### config.mk
export PLATFORM = sky130hd
export DESIGN_NAME = dcache_snoop_agent
export DESIGN_NICKNAME = d
export VERILOG_FILES = /design/src/rtl/dcache_snoop_agent.sv
export SDC_FILE = /design/constraint.sdc
export NUM_CORES = 1
export LEC_CHECK = 0
export CAP_MARGIN = 20
export CORE_AREA = 2 2 140 142
export DETAILED_ROUTE_END_ITERATION = 7
export DIE_AREA = 0 0 142 144
export PLACE_DENSITY = 0.68
export SLEW_MARGIN = 10
export SYNTH_ARGS = -nofsm -noshare
export SYNTH_HDL_FRONTEND = slang
export SYNTH_SLANG_ARGS = --single-unit
### constraint.sdc
create_clock -name CLK -period 2.53 [get_ports CLK]
set_input_delay 0.3795 -clock CLK [delete_from_list [all_inputs] [get_ports CLK]]
set_output_delay 0.3795 -clock CLK [all_outputs]
set_load 0.05 [all_outputs]
### src/rtl/dcache_snoop_agent.sv
// dcache_snoop_agent
// Cache-side MSI snoop responder placed between the L1 dcache and the
// coherence controller. It looks up snooped blocks through the array snoop
// port, supplies Modified blocks as two bus beats, and downgrades or
// invalidates the block's coherence state. While idle, the dcache's own bus
// requests pass straight through.
//
// Flattened array port layout:
//   snp_tag  : way w tag  at [w*TW +: TW]
//   snp_data : way w word k at [(w*2+k)*32 +: 32]
module dcache_snoop_agent #(
  parameter int SETS = 8,
  parameter int WAYS = 2
) (
  input  logic                   CLK,
  input  logic                   nRST,
  // coherence controller snoop channel
  input  logic                   ccwait,
  input  logic                   ccinv,
  input  logic [31:0]            ccsnoopaddr,
  input  logic                   dwait,
  // dcache array snoop port
  output logic [$clog2(SETS)-1:0] snp_index,
  input  logic [WAYS*(32-$clog2(SETS)-3)-1:0] snp_tag,
  input  logic [WAYS-1:0]        snp_valid,
  input  logic [WAYS-1:0]        snp_dirty,
  input  logic [WAYS*64-1:0]     snp_data,
  output logic                   snp_upd,
  output logic                   snp_upd_way,
  output logic                   snp_upd_valid,
  output logic                   snp_upd_dirty,
  output logic                   snoop_busy,
  // dcache request side
  input  logic                   c_dREN,
  input  logic                   c_dWEN,
  input  logic                   c_cctrans,
  input  logic                   c_ccwrite,
  input  logic [31:0]            c_daddr,
  input  logic [31:0]            c_dstore,
  // controller request side
  output logic                   dREN,
  output logic                   dWEN,
  output logic                   cctrans,
  output logic                   ccwrite,
  output logic [31:0]            daddr,
  output logic [31:0]            dstore
);

  localparam int IW = $clog2(SETS);
  localparam int TW = 32 - IW - 3;

  localparam logic [2:0] IDLE   = 3'd0;
  localparam logic [2:0] LOOKUP = 3'd1;
  localparam logic [2:0] SUP0   = 3'd2;
  localparam logic [2:0] SUP1   = 3'd3;
  localparam logic [2:0] FIN    = 3'd4;
  localparam logic [2:0] INVL   = 3'd5;
  localparam logic [2:0] WREL   = 3'd6;

  logic [2:0]    state_r, state_nxt_s;
  logic [TW-1:0] tag_r;
  logic [IW-1:0] idx_r;
  logic          inv_r;
  logic          way_r;
  logic          upd_r, upd_way_r, upd_valid_r, upd_dirty_r;
  logic          upd_nxt_s, upd_way_nxt_s, upd_valid_nxt_s, upd_dirty_nxt_s;
  logic          addr_ld_s;
  logic          hit0_s, hit1_s, hit_s, hit_way_s, hit_dirty_s;
  logic [31:0]   sup_word_s;

  // Select one 32-bit word of the snooped block by way and word offset.
  function automatic logic [31:0] pick_word(input logic [WAYS*64-1:0] data,
                                            input logic way, input logic word);
    logic [31:0] w;
    case ({way, word})
      2'b00:   w = data[31:0];
      2'b01:   w = data[63:32];
      2'b10:   w = data[95:64];
      2'b11:   w = data[127:96];
      default: w = 32'h0000_0000;
    endcase
    return w;
  endfunction

  assign snp_index     = idx_r;
  assign snp_upd       = upd_r;
  assign snp_upd_way   = upd_way_r;
  assign snp_upd_valid = upd_valid_r;
  assign snp_upd_dirty = upd_dirty_r;
  assign snoop_busy    = (state_r != IDLE);

  // Tag compare against both ways; way 0 wins when both hit.
  always_comb begin
    hit0_s      = snp_valid[0] && (snp_tag[TW-1:0] == tag_r);
    hit1_s      = snp_valid[1] && (snp_tag[2*TW-1:TW] == tag_r);
    hit_s       = hit0_s || hit1_s;
    hit_way_s   = !hit0_s;
    hit_dirty_s = hit_way_s ? snp_dirty[1] : snp_dirty[0];
  end

  // Next-state and state-update decisions of the snoop FSM.
  always_comb begin
    state_nxt_s     = state_r;
    addr_ld_s       = 1'b0;
    upd_nxt_s       = 1'b0;
    upd_way_nxt_s   = 1'b0;
    upd_valid_nxt_s = 1'b0;
    upd_dirty_nxt_s = 1'b0;
    case (state_r)
      IDLE: begin
        if (ccwait) begin
          addr_ld_s   = 1'b1;
          state_nxt_s = LOOKUP;
        end else if (ccinv) begin
          addr_ld_s   = 1'b1;
          state_nxt_s = INVL;
        end else begin
          state_nxt_s = IDLE;
        end
      end
      LOOKUP: begin
        if (hit_s && hit_dirty_s) begin
          state_nxt_s = SUP0;
        end else if (hit_s && ccinv) begin
          upd_nxt_s     = 1'b1;
          upd_way_nxt_s = hit_way_s;
          state_nxt_s   = WREL;
        end else begin
          state_nxt_s = WREL;
        end
      end
      SUP0: begin
        if (!dwait) begin
          state_nxt_s = SUP1;
        end else begin
          state_nxt_s = SUP0;
        end
      end
      SUP1: begin
        // The FIN-cycle state write is prepared here so it is registered.
        if (!dwait) begin
          upd_nxt_s       = 1'b1;
          upd_way_nxt_s   = way_r;
          upd_valid_nxt_s = !inv_r;
          state_nxt_s     = FIN;
        end else begin
          state_nxt_s = SUP1;
        end
      end
      FIN: begin
        if (ccwait) begin
          state_nxt_s = WREL;
        end else begin
          state_nxt_s = IDLE;
        end
      end
      INVL: begin
        if (hit_s) begin
          upd_nxt_s     = 1'b1;
          upd_way_nxt_s = hit_way_s;
        end else begin
          upd_nxt_s = 1'b0;
        end
        state_nxt_s = IDLE;
      end
      WREL: begin
        if (!ccwait) begin
          state_nxt_s = IDLE;
        end else begin
          state_nxt_s = WREL;
        end
      end
      default: state_nxt_s = IDLE;
    endcase
  end

  // FSM state, latched snoop context and registered array update strobe.
  always_ff @(posedge CLK or negedge nRST) begin
    if (!nRST) begin
      state_r     <= IDLE;
      tag_r       <= '0;
      idx_r       <= '0;
      inv_r       <= 1'b0;
      way_r       <= 1'b0;
      upd_r       <= 1'b0;
      upd_way_r   <= 1'b0;
      upd_valid_r <= 1'b0;
      upd_dirty_r <= 1'b0;
    end else begin
      state_r     <= state_nxt_s;
      upd_r       <= upd_nxt_s;
      upd_way_r   <= upd_way_nxt_s;
      upd_valid_r <= upd_valid_nxt_s;
      upd_dirty_r <= upd_dirty_nxt_s;
      if (addr_ld_s) begin
        tag_r <= ccsnoopaddr[31:IW+3];
        idx_r <= ccsnoopaddr[IW+2:3];
      end
      if (state_r == LOOKUP) begin
        inv_r <= ccinv;
        way_r <= hit_way_s;
      end
    end
  end

  assign sup_word_s = pick_word(snp_data, way_r, (state_r == SUP1));

  // Bus mux: supply beats during SUP0/SUP1, quiet in FIN, else pass-through.
  always_comb begin
    dREN    = c_dREN;
    dWEN    = c_dWEN;
    cctrans = c_cctrans;
    ccwrite = c_ccwrite;
    daddr   = c_daddr;
    dstore  = c_dstore;
    case (state_r)
      SUP0, SUP1: begin
        dREN    = 1'b0;
        dWEN    = 1'b0;
        cctrans = 1'b1;
        ccwrite = 1'b0;
        daddr   = {tag_r, idx_r, (state_r == SUP1), 2'b00};
        dstore  = sup_word_s;
      end
      FIN: begin
        dREN    = 1'b0;
        dWEN    = 1'b0;
        cctrans = 1'b0;
        ccwrite = 1'b0;
        daddr   = 32'h0000_0000;
        dstore  = 32'h0000_0000;
      end
      default: begin
        dREN    = c_dREN;
        dWEN    = c_dWEN;
        cctrans = c_cctrans;
        ccwrite = c_ccwrite;
        daddr   = c_daddr;
        dstore  = c_dstore;
      end
    endcase
  end

endmodule

==> flow_summary.json <==
{
  "io_buffers": 360,
  "dieHeight_um": 144,
  "power.leakage_nw": 2.99,
  "gp_congestion": 0.790,
  "clock-skew-final_ps": 2.81,
  "crit_required_ps": 2150,
  "min_period_ps": 2440,
  "synthXorXnorAreaFrac_pct": 13.5,
  "synth-seq-area-share_pct": 26.4,
  "viasPerCell": 4.57,
  "swShare_pct": 53.0,
  "drv_cap": 0,
  "internal_power_w": 0.00469,
  "synth-adder-area-share_pct": 0,
  "drtPass1Iterations": 4,
  "drive_gt1_share_pct": 24.4,
  "grt_max_degree": 44,
  "syn_to_final_growth_pct": 119,
  "synth_top_cell_by_area": "dfrtp_1",
  "power.share.sequential_pct": 13.9,
  "max_slew_margin_pct": 37.8,
  "timing.rr.start": "state_r[0]$_DFF_PN0_",
  "syn_inst": 308,
  "cts.path.max_buffers": 2,
  "track_usage_pct": 17.4,
  "synth_compound_area_share_pct": 18.4,
  "route.antenna.remaining_nets": 0,
  "ios": 365,
  "p_total_w": 0.00998,
  "ys_ff_latch": 37,
  "start_util_pct": 18.4,
  "synth_area_leaders": "dfrtp_1 (26%), mux4_2 (21%), a22o_1 (15%)",
  "cp_cell_sequence": "nor2b_4 -> a21oi_4 -> buf_4 -> a22o_1 -> buf_12",
  "cts_made_buffers": 5,
  "tns_ps": 0,
  "syn_nets": 597,
  "pwr-share-clk_pct": 6.4,
  "grt_overflow": 0,
  "yosys_warnings": 0,
  "ys.flop_type": "dfrtp_1",
  "grt_pass1_wl_um": 26000,
  "min_path_type": "in -> async",
  "synthSimpleGateAreaFrac_pct": 6.64,
  "ys_types": 33,
  "finalHoldViolCount": 0,
  "arrival_ps": 2060,
  "drc": 0,
  "startpoint": "state_r[2]$_DFF_PN0_",
  "stdcell_count": 904,
  "synth_top_area_share_pct": 26.4,
  "cts_tree": "done",
  "grt_pass1_vias": 4258,
  "ir_drop_mv": 0.844,
  "wl_per_cell_um": 21.0,
  "critical_path.max_stage_delay_ps": 710,
  "path_class": "reg -> out",
  "cts_max_level": 2,
  "hold-worst-slack_ps": 230,
  "drt-total-wl_um": 19000,
  "dpl.cell_count": 893,
  "syn-cell-area_um2": 3510,
  "cts_root_buffer": "clkbuf_16",
  "synth.avg_cell_area_um2": 11.4,
  "max_freq_mhz": 410,
  "status": "finished, final reports clean",
  "cp_max_fo": 23,
  "cp-end-kind": "primary output",
  "yosysMostFrequentCell": "a22o_1",
  "slowest_stage": "dfrtp_1",
  "die_width_um": 142,
  "clk_latency_ps": 290,
  "synth_edf_count": 0,
  "coreArea_um2": 19100,
  "synthArstFlopShare_pct": 100,
  "slew_viol_final": 0,
  "antenna_found_initial": 3,
  "finalSetupViolCount": 0,
  "synthMuxAreaShare_pct": 30.5,
  "holdBufCountCts": 0,
  "switchingPower_w": 0.00529,
  "clkSinkCount": 37,
  "nNetsFinal": 951,
  "post_cts_buffers": 0,
  "power_density_nw_per_um2": 1300,
  "clkTransAtPathRegs_ps": 60,
  "pwr-share-comb_pct": 79.7,
  "netlist_top_cells_count": "a22o_1 (60), xnor2_1 (53), dfrtp_1 (37), mux4_2 (32), mux2_2 (31)",
  "startpoint_type": "flip-flop",
  "worstMarginPinSlew_ps": 934,
  "grt_setup_unrepaired": "no",
  "rows": 51,
  "fin_crit_sh_pct": 96.5,
  "hpwl_um": 16400,
  "route.vias.total": 4135,
  "synth_top_family_by_area": "multiplexers",
  "drt_iter0_drc": 108,
  "dieArea_um2": 20400
}
placed cells by master (no fill, tap or decap), drive strengths merged, types with 2 or more instances in the layout:
master / count
a21o: 2
a21oi: 5
a22o: 61
and2: 5
buf: 86
clkbuf: 5
clkdlybuf4s50: 290
clkinv: 2
dfrtp: 37
diode: 3
inv: 6
mux2: 31
mux4: 32
nand2b: 2
nand3: 3
nand4: 13
nor2: 8
nor2b: 2
nor3: 2
nor4: 2
o2111ai: 2
o21ai: 2
or4: 2
xnor2: 53
state kept, by name (all words and copies together) (netlist names):
signal,cells
tag_r,26
snp_index,3
state_r,3
inv_r,1
snp_upd,1
snp_upd_valid,1
snp_upd_way,1
way_r,1
path summary, 6_finish.rpt:
| kind | endpoint | slack, ps | cells past startpoint |
|---|---|---|---|
| max | daddr[14] | 90 | 5 |
| min | snp_index[1]$_DFFE_PN0P_ | 230 | 1 |
| max reg2reg | tag_r[4]$_DFFE_PN0P_ | 490 | 6 |
| min reg2reg | snp_upd_valid$_DFF_PN0_ | 440 | 1 |
| max in group asynchronous | state_r[0]$_DFF_PN0_ | 1620 | 1 |
| min in group CLK | snp_upd_valid$_DFF_PN0_ | 440 | 1 |
critical path: cells and delay by family, from the launching register on:
kind | cells | cell delay [ps]
flops | 1 | 710
buf+inv | 2 | 480
compound gates | 2 | 460
simple gates | 1 | 100
logic make-up after synthesis:
| logic type | count (synthesis) |
|---|---|
| other cells | 1 |
| buf+inv | 35 |
| compound gates | 77 |
| xor+xnor | 54 |
| flops | 37 |
| simple gates | 41 |
| mux | 63 |
layout make-up:
class	instances	area (µm²)
clock buffer	5	125
sequential	37	930
tap	238	298
timing repair buffer	376	3830
antenna	3	7.51
clock inverter	3	17.5
inverter	6	22.5
fill	1893	11400
multi-input combinational	236	2450
layer usage:
layer,up-vias,GRT usage [%],routed length (µm)
met2,219,34.4,10400
met4,0,4.11,235
li1,1919,-,-
met5,-,0,0
met3,11,4.47,1570
met1,1986,18.5,6800
power groups by stage:
stage / Sequential (W) / Combinational, W / Clock, W
6_report: 0.00139 / 0.00796 / 0.000637
5_1_grt: 0.00144 / 0.00832 / 0.000682
4_1_cts: 0.00140 / 0.00806 / 0.000661
3_5_place_dp: 0.00141 / 0.00805 / 0
3_3_place_gp: 0.00140 / 0.00800 / 0
2_1_floorplan: 0.00127 / 0.00500 / 0
stage by stage:
step | area, µm² | worst slack, ps | util, %
detailed placement | 7530 | 149 | 39.5
finish | 7680 | 89.4 | 40.3
global placement | 7530 | 148 | 39.5
floorplan | 3510 | 378 | -
global route | 7680 | 11.5 | 40.3
CTS | 7670 | 20.0 | 40.2
repair_timing:
item,CTS,global route
setup endpoints to repair,0,2
gates resized for setup,0,1
endpoints found under the hold margin,0,0
(Power assumes the default switching activity.)
